### config.mk
export PLATFORM = sky130hd
export DESIGN_NAME = noc_credit_link
export DESIGN_NICKNAME = d
export VERILOG_FILES = /design/src/rtl/noc_link_pkg.sv /design/src/rtl/noc_link_stage.sv /design/src/rtl/noc_credit_link.sv
export SDC_FILE = /design/constraint.sdc
export NUM_CORES = 1
export LEC_CHECK = 0
export CELL_PAD_IN_SITES_DETAIL_PLACEMENT = 1
export CELL_PAD_IN_SITES_GLOBAL_PLACEMENT = 2
export CORE_AREA = 4 4 324 326
export CTS_CLUSTER_DIAMETER = 80
export CTS_CLUSTER_SIZE = 25
export DETAILED_ROUTE_END_ITERATION = 12
export DIE_AREA = 0 0 328 330
export GPL_ROUTABILITY_DRIVEN = 0
export PLACE_DENSITY_LB_ADDON = 0.1
export RECOVER_POWER = 25
export SYNTH_ARGS = -nofsm -noshare
export SYNTH_HDL_FRONTEND = slang
export SYNTH_SLANG_ARGS = --single-unit
### constraint.sdc
create_clock -name clk_noc -period 4.5 [get_ports clk_noc]
set_input_delay 0.45 -clock clk_noc [delete_from_list [all_inputs] [get_ports clk_noc]]
set_output_delay 0.45 -clock clk_noc [all_outputs]
set_load 0.01 [all_outputs]
### src/rtl/noc_link_pkg.sv
// rtl/noc_link_pkg.sv - shared flit type, packet FSM states and statistics helpers for the NoC credit link
package noc_link_pkg;

    localparam int STAT_WIDTH     = 32;
    localparam int DEF_FLIT_WIDTH = 64;
    localparam int DEF_DEST_WIDTH = 4;

    // Default flit layout; the link top re-derives the same layout from its own width parameters.
    typedef struct packed {
        logic [DEF_FLIT_WIDTH-1:0] data;
        logic [DEF_DEST_WIDTH-1:0] dest;
        logic                      is_tail;
    } flit_t;

    typedef enum logic {
        IDLE   = 1'b0,
        IN_PKT = 1'b1
    } pkt_state_e;

    function automatic logic [STAT_WIDTH-1:0] sat_inc(input logic [STAT_WIDTH-1:0] value);
        return (&value) ? value : value + STAT_WIDTH'(1);
    endfunction

endpackage

### src/rtl/noc_link_stage.sv
// rtl/noc_link_stage.sv - one forward flit register plus one credit register for a single channel
module noc_link_stage
    import noc_link_pkg::*;
#(
    parameter type flit_t_p = flit_t
) (
    input  logic    clk_noc,
    input  logic    rst_noc_sync,
    input  flit_t_p flit_i,
    input  logic    send_i,
    input  logic    credit_i,
    output flit_t_p flit_o,
    output logic    send_o,
    output logic    credit_o
);

    flit_t_p flit_q;
    logic    send_q;
    logic    credit_q;

    always_ff @(posedge clk_noc) begin
        if (rst_noc_sync) begin
            send_q   <= 1'b0;
            credit_q <= 1'b0;
        end else begin
            send_q   <= send_i;
            credit_q <= credit_i;
        end
    end

    // Payload is only meaningful alongside send, so it is neither reset nor loaded on idle cycles.
    always_ff @(posedge clk_noc) begin
        if (send_i) begin
            flit_q <= flit_i;
        end
    end

    assign flit_o   = flit_q;
    assign send_o   = send_q;
    assign credit_o = credit_q;

endmodule

### src/rtl/noc_credit_link.sv
// rtl/noc_credit_link.sv - pipelined credit-based NoC link with per-channel checking; NOC_LINK_STATS_EN adds flit/packet counters
module noc_credit_link
    import noc_link_pkg::*;
#(
    parameter int NUM_CHANNELS      = 4,
    parameter int FLIT_WIDTH        = 64,
    parameter int DEST_WIDTH        = 4,
    parameter int NUM_PIPELINE      = 2,
    parameter int FLIT_BUFFER_DEPTH = 1,
    localparam int CW               = $clog2(FLIT_BUFFER_DEPTH + 1)
) (
    input  logic                                     clk_noc,
    input  logic                                     rst_noc_sync,
    input  logic [NUM_CHANNELS-1:0][FLIT_WIDTH-1:0]  data_in,
    input  logic [NUM_CHANNELS-1:0][DEST_WIDTH-1:0]  dest_in,
    input  logic [NUM_CHANNELS-1:0]                  is_tail_in,
    input  logic [NUM_CHANNELS-1:0]                  send_in,
    output logic [NUM_CHANNELS-1:0]                  credit_out,
    output logic [NUM_CHANNELS-1:0][FLIT_WIDTH-1:0]  data_out,
    output logic [NUM_CHANNELS-1:0][DEST_WIDTH-1:0]  dest_out,
    output logic [NUM_CHANNELS-1:0]                  is_tail_out,
    output logic [NUM_CHANNELS-1:0]                  send_out,
    input  logic [NUM_CHANNELS-1:0]                  credit_in,
    output logic [NUM_CHANNELS-1:0][CW-1:0]          credit_level,
    output logic [NUM_CHANNELS-1:0]                  err_credit,
    output logic [NUM_CHANNELS-1:0]                  err_pkt,
    output logic [NUM_CHANNELS-1:0][STAT_WIDTH-1:0]  flit_count,
    output logic [NUM_CHANNELS-1:0][STAT_WIDTH-1:0]  pkt_count
);

    localparam logic [CW-1:0] DEPTH_L = CW'(FLIT_BUFFER_DEPTH);

    typedef struct packed {
        logic [FLIT_WIDTH-1:0] data;
        logic [DEST_WIDTH-1:0] dest;
        logic                  is_tail;
    } chan_flit_t;

    for (genvar ch = 0; ch < NUM_CHANNELS; ch++) begin : g_chan
        chan_flit_t              flit_pipe [NUM_PIPELINE+1];
        logic [NUM_PIPELINE:0]   send_pipe;
        logic [NUM_PIPELINE:0]   crd_pipe;

        assign flit_pipe[0] = {data_in[ch], dest_in[ch], is_tail_in[ch]};
        assign send_pipe[0] = send_in[ch];
        assign crd_pipe[0]  = credit_in[ch];

        for (genvar st = 0; st < NUM_PIPELINE; st++) begin : g_stage
            noc_link_stage #(
                .flit_t_p (chan_flit_t)
            ) u_stage (
                .clk_noc      (clk_noc),
                .rst_noc_sync (rst_noc_sync),
                .flit_i       (flit_pipe[st]),
                .send_i       (send_pipe[st]),
                .credit_i     (crd_pipe[st]),
                .flit_o       (flit_pipe[st+1]),
                .send_o       (send_pipe[st+1]),
                .credit_o     (crd_pipe[st+1])
            );
        end

        assign data_out[ch]    = flit_pipe[NUM_PIPELINE].data;
        assign dest_out[ch]    = flit_pipe[NUM_PIPELINE].dest;
        assign is_tail_out[ch] = flit_pipe[NUM_PIPELINE].is_tail;
        assign send_out[ch]    = send_pipe[NUM_PIPELINE];
        assign credit_out[ch]  = crd_pipe[NUM_PIPELINE];

        logic            snd;
        logic            crd;
        logic [CW-1:0]   level_q;
        logic [CW-1:0]   level_d;
        logic            err_credit_q;
        logic            crd_viol;

        assign snd = send_in[ch];
        assign crd = crd_pipe[NUM_PIPELINE];

        // Violations hold the counter; a credit matched by a send never overflows.
        always_comb begin
            level_d  = level_q;
            crd_viol = 1'b0;
            if (snd && (level_q == '0)) begin
                crd_viol = 1'b1;
            end else if (snd && !crd) begin
                level_d = level_q - CW'(1);
            end else if (crd && !snd) begin
                if (level_q == DEPTH_L) begin
                    crd_viol = 1'b1;
                end else begin
                    level_d = level_q + CW'(1);
                end
            end
        end

        always_ff @(posedge clk_noc) begin
            if (rst_noc_sync) begin
                level_q      <= DEPTH_L;
                err_credit_q <= 1'b0;
            end else begin
                level_q      <= level_d;
                err_credit_q <= err_credit_q | crd_viol;
            end
        end

        pkt_state_e              state_q;
        logic [DEST_WIDTH-1:0]   head_dest_q;
        logic                    err_pkt_q;

        always_ff @(posedge clk_noc) begin
            if (rst_noc_sync) begin
                state_q     <= IDLE;
                head_dest_q <= '0;
                err_pkt_q   <= 1'b0;
            end else if (snd) begin
                case (state_q)
                    IDLE: begin
                        if (!is_tail_in[ch]) begin
                            state_q     <= IN_PKT;
                            head_dest_q <= dest_in[ch];
                        end
                    end
                    IN_PKT: begin
                        if (dest_in[ch] != head_dest_q) begin
                            err_pkt_q <= 1'b1;
                        end
                        if (is_tail_in[ch]) begin
                            state_q <= IDLE;
                        end
                    end
                    default: state_q <= IDLE;
                endcase
            end
        end

        assign credit_level[ch] = level_q;
        assign err_credit[ch]   = err_credit_q;
        assign err_pkt[ch]      = err_pkt_q;

`ifdef NOC_LINK_STATS_EN
        logic [STAT_WIDTH-1:0] flit_cnt_q;
        logic [STAT_WIDTH-1:0] pkt_cnt_q;

        always_ff @(posedge clk_noc) begin
            if (rst_noc_sync) begin
                flit_cnt_q <= '0;
                pkt_cnt_q  <= '0;
            end else if (snd) begin
                flit_cnt_q <= sat_inc(flit_cnt_q);
                if (is_tail_in[ch]) begin
                    pkt_cnt_q <= sat_inc(pkt_cnt_q);
                end
            end
        end

        assign flit_count[ch] = flit_cnt_q;
        assign pkt_count[ch]  = pkt_cnt_q;
`else
        assign flit_count[ch] = '0;
        assign pkt_count[ch]  = '0;
`endif
    end

endmodule
==> impl_metrics.yaml <==
cells_and_area:
  final_cell_mix: "552 x edfxtp_1, 302 x clkdlybuf4s50_1, 274 x dlygate4sd3_1"
  fin_nets: 1917
  area_growth_pct: 25.9
  final_common_cell: "edfxtp_1"
  instances_no_fill: 3042
  final_cell_area_um2: 28600
  nFillCells: 10700
  layout-drive-gt1-share: 0.0658
timing:
  setup_tns_ns: 0
  fin_ws_ns: 2.15
  finalHoldViolCount: 0
  finClkSkew_ns: 0.0251
  finalMaxSlewViolations: 36
  grt_setup_unrepaired: "no"
  fin_crit_ns: 2.35
  setup_violations: 0
  fin_crit_sh: 0.521
  tightestPinTransition_ns: 1.97
  fmax_mhz: 426
  relSlewSlack: -0.313
yosys:
  synth_top_area_share: 0.730
  yosys.cell_types.count: 25
  netlist_top_cells_area: "edfxtp_1 73%, buf_4 18%, dfxtp_1 4.2%"
  yosysSeqAreaShare: 0.772
  syn_area_um2: 22700
  yosys.area.top_type: "edfxtp_1"
  syn_inst: 1293
  ys_ff_latch: 600
  yosys_warnings: 0
  synth.avg_cell_area_um2: 17.6
cts:
  cts-hold-fix-buffers: 0
  cts_resized: 0
  cts_made_buffers: 42
  cts_sinks: 600
  cts_tree: "done"
  clkTransAtPathRegs_ns: 0.09
  cts_setup_buffers: 0
  cts_root_buffer: "clkbuf_16"
  clk-insertion-delay-late_ns: 0.62
  cts.htree.levels: 2
  clock_path_buffers: 3
worst_hold_path:
  min_path_type: "in2reg"
pwr:
  powerDensity_nw_per_um2: 415
  seqPwrFrac: 0.565
  swShare: 0.240
  p_clk_frac: 0.350
  power_w: 0.0119
  switchingPower_w: 0.00285
  power_frac_comb: 0.085
  power.leakage_nw: 9.96
  ir_drop_mv: 0.220
  power.internal_w: 0.00901
floorplanning:
  pin_count: 838
  rows: 117
  start_util: 0.223
  dieArea_um2: 108000
  dieHeight_um: 330
  core_um2: 102000
  dieWidth_um: 328
critical_path:
  critPathCaptureType: "register"
  crit_chain: "clkbuf_1 -> inv_1 -> ha_1 -> nand2b_1 -> a211o_1"
  path_class: "in2reg"
  cp_slowest_cell: "clkbuf_1"
  worstPathRequired_ns: 5.00
  rrSetupSlack_ns: 2.58
  crit_fanout: 35
  worstSetupStartpointType: "input port"
  cp.arrival_ns: 2.85
  path_delay_family: "buffers and inverters"
  critPathBufInv: 2
  critical_path.max_stage_delay_ns: 1.38
global_route:
  grt_pass1_wl_mm: 78.1
  grt_overflow: 0
  grt_use_total: 0.0999
  grt_max_degree: 71
  antenna_found_initial: 51
  first_global_vias: 10600
status:
  outcome: "finished, violations left"
  violations: "capacitance limit, slew limit"
drt:
  totalWireLength_mm: 57.2
  wl_per_cell_um: 18.8
  drtAntennaViolNets: 0
  first_pass_iters: 4
  viasPerCell: 3.26
  drt_iter0_drc: 529
  drc: 0
  vias: 9930
job:
  cap_violations: 1
placed_design:
  portBuffers: 581
  pre_cts_ws_ns: 2.41
  placedInstanceArea_um2: 27100
  hpwl_mm: 42.5
  place_inst: 2947
[cell usage after synthesis]
master	n
ha_1	8
nor2b_1	12
mux2i_1	16
dfxtp_1	48
nand2b_1	4
nor3b_4	4
edfxtp_1	552
nand2_1	5
a211oi_1	4
buf_2	3
inv_1	14
a21oi_1	10
a41o_1	4
o21ba_1	1
buf_4	552
conb_1	1
nand3b_1	3
nor2_1	8
clkbuf_1	2
inv_2	1
o22ai_1	1
nor2_2	16
xnor2_1	16
nor3_1	4
a211o_1	4
[cells by family (layout without fill, tap and decap cells)]
logic type               Yosys count  in the layout  share of synthesized area
AO/OA/AOI/OAI                     24             24                    0.00755
XOR/XNOR                          16             16                    0.00617
adder cells (fa/ha/maj)            8              8                    0.00441
buffers and inverters            572            680                      0.186
flip-flops                       600            600                      0.772
multiplexers                      16             16                    0.00705
other                              1            274                   0.000165
AND/OR/NAND/NOR                   56             56                     0.0161
[layer usage]
metal	part of all wire	GRT usage
met1	0.34	0.0996
met2	0.53	0.186
met3	0.10	0.0441
met4	0.027	0.0317
met5	0.0015	0
[through the flow]
step / util / hold slack, ns
floorplan: - / 0.400
CTS: 0.281 / 0.267
global route: 0.281 / 0.315
detailed placement: 0.266 / 0.405
finish: 0.281 / 0.342
global placement: 0.266 / 0.400
[power groups by stage]
stage,clock (W),combinational (W),sequential (W)
global placement,0,0.00107,0.00683
finish,0.00415,0.00100,0.00671
detailed placement,0,0.00107,0.00685
floorplan,0,0.000685,0.00680
global route,0.00459,0.00108,0.00676
CTS,0.00441,0.00108,0.00672
[final cells by class]
cell class              instances  area [um^2]  share of cell area
diodes                         18         45.0             0.00158
clock buffers                  43         1080              0.0377
clock inverters                34          395              0.0138
inverters                      15         56.3             0.00197
multi-input cells             376         1900              0.0665
flip-flops and latches        600        17500               0.614
well taps                    1368         1710              0.0599
repair buffers                588         5850               0.205
[sequential cells by signal, summed over array words and instances (netlist names)]
register                         flops
g_chan.g_stage.u_stage.credit_o      8
g_chan.state_q                       4
g_chan.g_stage.u_stage.flit_o      552
g_chan.head_dest_q                  16
g_chan.err_pkt_q                     4
g_chan.level_q                       4
g_chan.err_credit_q                  4
g_chan.g_stage.u_stage.send_o        8
[final timing paths]
| kind | end | depth (start not counted) | start |
|---|---|---|---|
| setup / recovery | g_chan[2].level_q$_SDFFE_PP1P_ | 5 | send_in[2] |
| hold / removal | g_chan[3].g_stage[0].u_stage.flit_o[41]$_DFFE_PP_ | 1 | send_in[3] |
| hold reg to reg | g_chan[0].g_stage[1].u_stage.flit_o[49]$_DFFE_PP_ | 0 | g_chan[0].g_stage[0].u_stage.flit_o[49]$_DFFE_PP_ |
| setup reg to reg | g_chan[1].g_stage[1].u_stage.flit_o[37]$_DFFE_PP_ | 1 | g_chan[1].g_stage[0].u_stage.send_o$_SDFF_PP0_ |
No activity file was read; power rests on OpenSTA's default activity.
==> RTL change: new RTL, same flow settings <==
The parameter `NUM_PIPELINE` goes from 2 to 4.
--- a/src/rtl/noc_credit_link.sv
+++ b/src/rtl/noc_credit_link.sv
@@ -5,7 +5,7 @@
     parameter int NUM_CHANNELS      = 4,
     parameter int FLIT_WIDTH        = 64,
     parameter int DEST_WIDTH        = 4,
-    parameter int NUM_PIPELINE      = 2,
+    parameter int NUM_PIPELINE      = 4,
     parameter int FLIT_BUFFER_DEPTH = 1,
     localparam int CW               = $clog2(FLIT_BUFFER_DEPTH + 1)
 ) (
Function: changed (a bounded check fails within 4 cycles, from zero or initial values and one cycle with rst_noc_sync high).
==> RTL change against the original RTL <==
Cell count rose by 20%. Cell area grew 60%. Worst hold slack worse by 50 ps. First-iteration DRC count up 130%. Maximum frequency shrank 12%. Utilization increased by 17 points. Highest routed layer unchanged. Worst setup slack got worse by 320 ps. The run still ends with max-capacitance violations, max-slew violations left. Count of clock-buffer cells in the layout grew 51. Wire length up 35%. Sequential cell count grew 568. Clock power rose by 40%. Synthesized area grew 75%. Power increased by 60%. Critical path type unchanged. Die area is the same.
==> RTL change: results (changes against the original RTL) <==
{
  "grt": {
    "grt_first_pass_wirelength": {"value": 109, "unit": "mm", "change": "+39%"},
    "grt_antenna_before_repair": {"value": 76, "change": "+49%"},
    "groute.usage.overall": {"value": 13.8, "unit": "%", "change": "+3.8 points"},
    "first_global_vias": {"value": 15600, "change": "+48%"}
  },
  "pwr": {
    "leakage": {"value": 15.3, "unit": "nW", "change": "+53%"}
  },
  "placed_design": {
    "place_inst": {"value": 3530, "change": "+20%"},
    "dpl_cell_area": {"value": 44100, "unit": "sq um", "change": "+63%"}
  },
  "drt": {
    "number_of_drc_violations_after_detailed_routing_iteration_0": {"value": 1193, "change": "+130%"},
    "routed_via_density": {"value": 4.14, "change": "+27%"},
    "met1_length": {"value": 27.1, "unit": "mm", "change": "+40%"}
  },
  "synthesis": {
    "synth_enable_flop_cells": {"value": 1104, "change": "+100%"},
    "synth_cells": {"value": 1878, "change": "+45%"},
    "synth_commonest_cells": "edfxtp_1, buf_4, dfxtp_1, nor2b_1, nor2_1"
  },
  "final_layout": {
    "nets": {"value": 2514, "change": "+31%"},
    "largest_register_ff_count": {"value": 1104, "change": "+100%"},
    "final_cell_count_no_fill": {"value": 3657, "change": "+20%"},
    "fillCellCount": {"value": 9501, "change": "-11%"}
  },
  "min_path": {
    "worst_min_path_start": "send_in[1]"
  },
  "timing": {
    "slew_viol_final": {"value": 37, "change": "+2.8%"},
    "relSlewSlack": {"value": -38.3, "unit": "%", "change": "-7.0 points"},
    "fin_hold_ws": {"value": 292, "unit": "ps", "change": "-50.1 ps"}
  },
  "run_status": {
    "violations_in_the_final_reports": "max-capacitance violations, max-slew violations",
    "result_of_the_run": "finished with violations"
  },
  "job": {
    "drv.max_cap_violation_count": {"value": 1, "change": "unchanged"}
  },
  "worst_setup_path": {
    "regToRegEndpoint": "g_chan[1].g_stage[1].u_stage.flit_o[0]",
    "crit_fanout": {"value": 36, "change": "+2.9%"},
    "worst_setup_path_endpoint": "g_chan[2].head_dest_q[0]"
  }
}
==> RTL change: changes by cell type in the layout (fill, tap and decap cells not counted), sizes merged, moves of 2 or more <==
cell,unedited run,this run
dfxtp,48,64
edfxtp,552,1104
a21oi,10,8
dlygate4sd3,274,276
clkdlybuf4s50,302,300
inv,30,20
clkinvlp,3,0
diode,18,21
nor2b,12,28
clkinv,15,6
clkbuf,45,97
==> RTL change: critical path: stages <==
cell      delay (ps)
clkbuf_1        1440
buf_4            530
nor3b_4          390
mux2i_1          270
nor2_1            70
==> RTL change: power breakdown <==
| part | internal [mW] | leakage (nW) | switching [mW] |
|---|---|---|---|
| combinational | 0.221 | 3.58 | 0.271 |
| sequential | 12.4 | 10.9 | 0.223 |
| clock | 2.51 | 0.838 | 3.32 |
| total | 15.1 | 15.3 | 3.81 |
==> RTL change: kinds of logic (layout without fill, tap and decap cells) <==
kind of cell | count (synthesis) | after routing | synth area share, %
flip-flops | 1168 | 1168 | 86.8
buffers and inverters | 573 | 708 | 10.7
AND/OR/NAND/NOR | 72 | 72 | 1.07
AO/OA/AOI/OAI | 24 | 24 | 0.448
XOR/XNOR | 16 | 16 | 0.353
multiplexers | 16 | 16 | 0.404
adder cells (fa/ha/maj) | 8 | 8 | 0.252
other | 1 | 277 | 0.00945
==> RTL change: cell type report <==
type / count / area (sq um) / area share (%)
diodes: 21 / 52.6 / 0.115
clock buffers: 94 / 1610 / 3.50
clock inverters: 12 / 134 / 0.292
inverters: 14 / 52.6 / 0.115
multi-input cells: 392 / 1960 / 4.28
flip-flops and latches: 1168 / 34500 / 75.2
well taps: 1368 / 1710 / 3.73
repair buffers: 588 / 5840 / 12.8
==> RTL change: metal layers <==
metal,vias to the layer above,track usage [%]
met5,-,0
met4,12,3.47
met3,190,3.97
met2,587,25.8
met1,7583,15.5
li1,6782,-
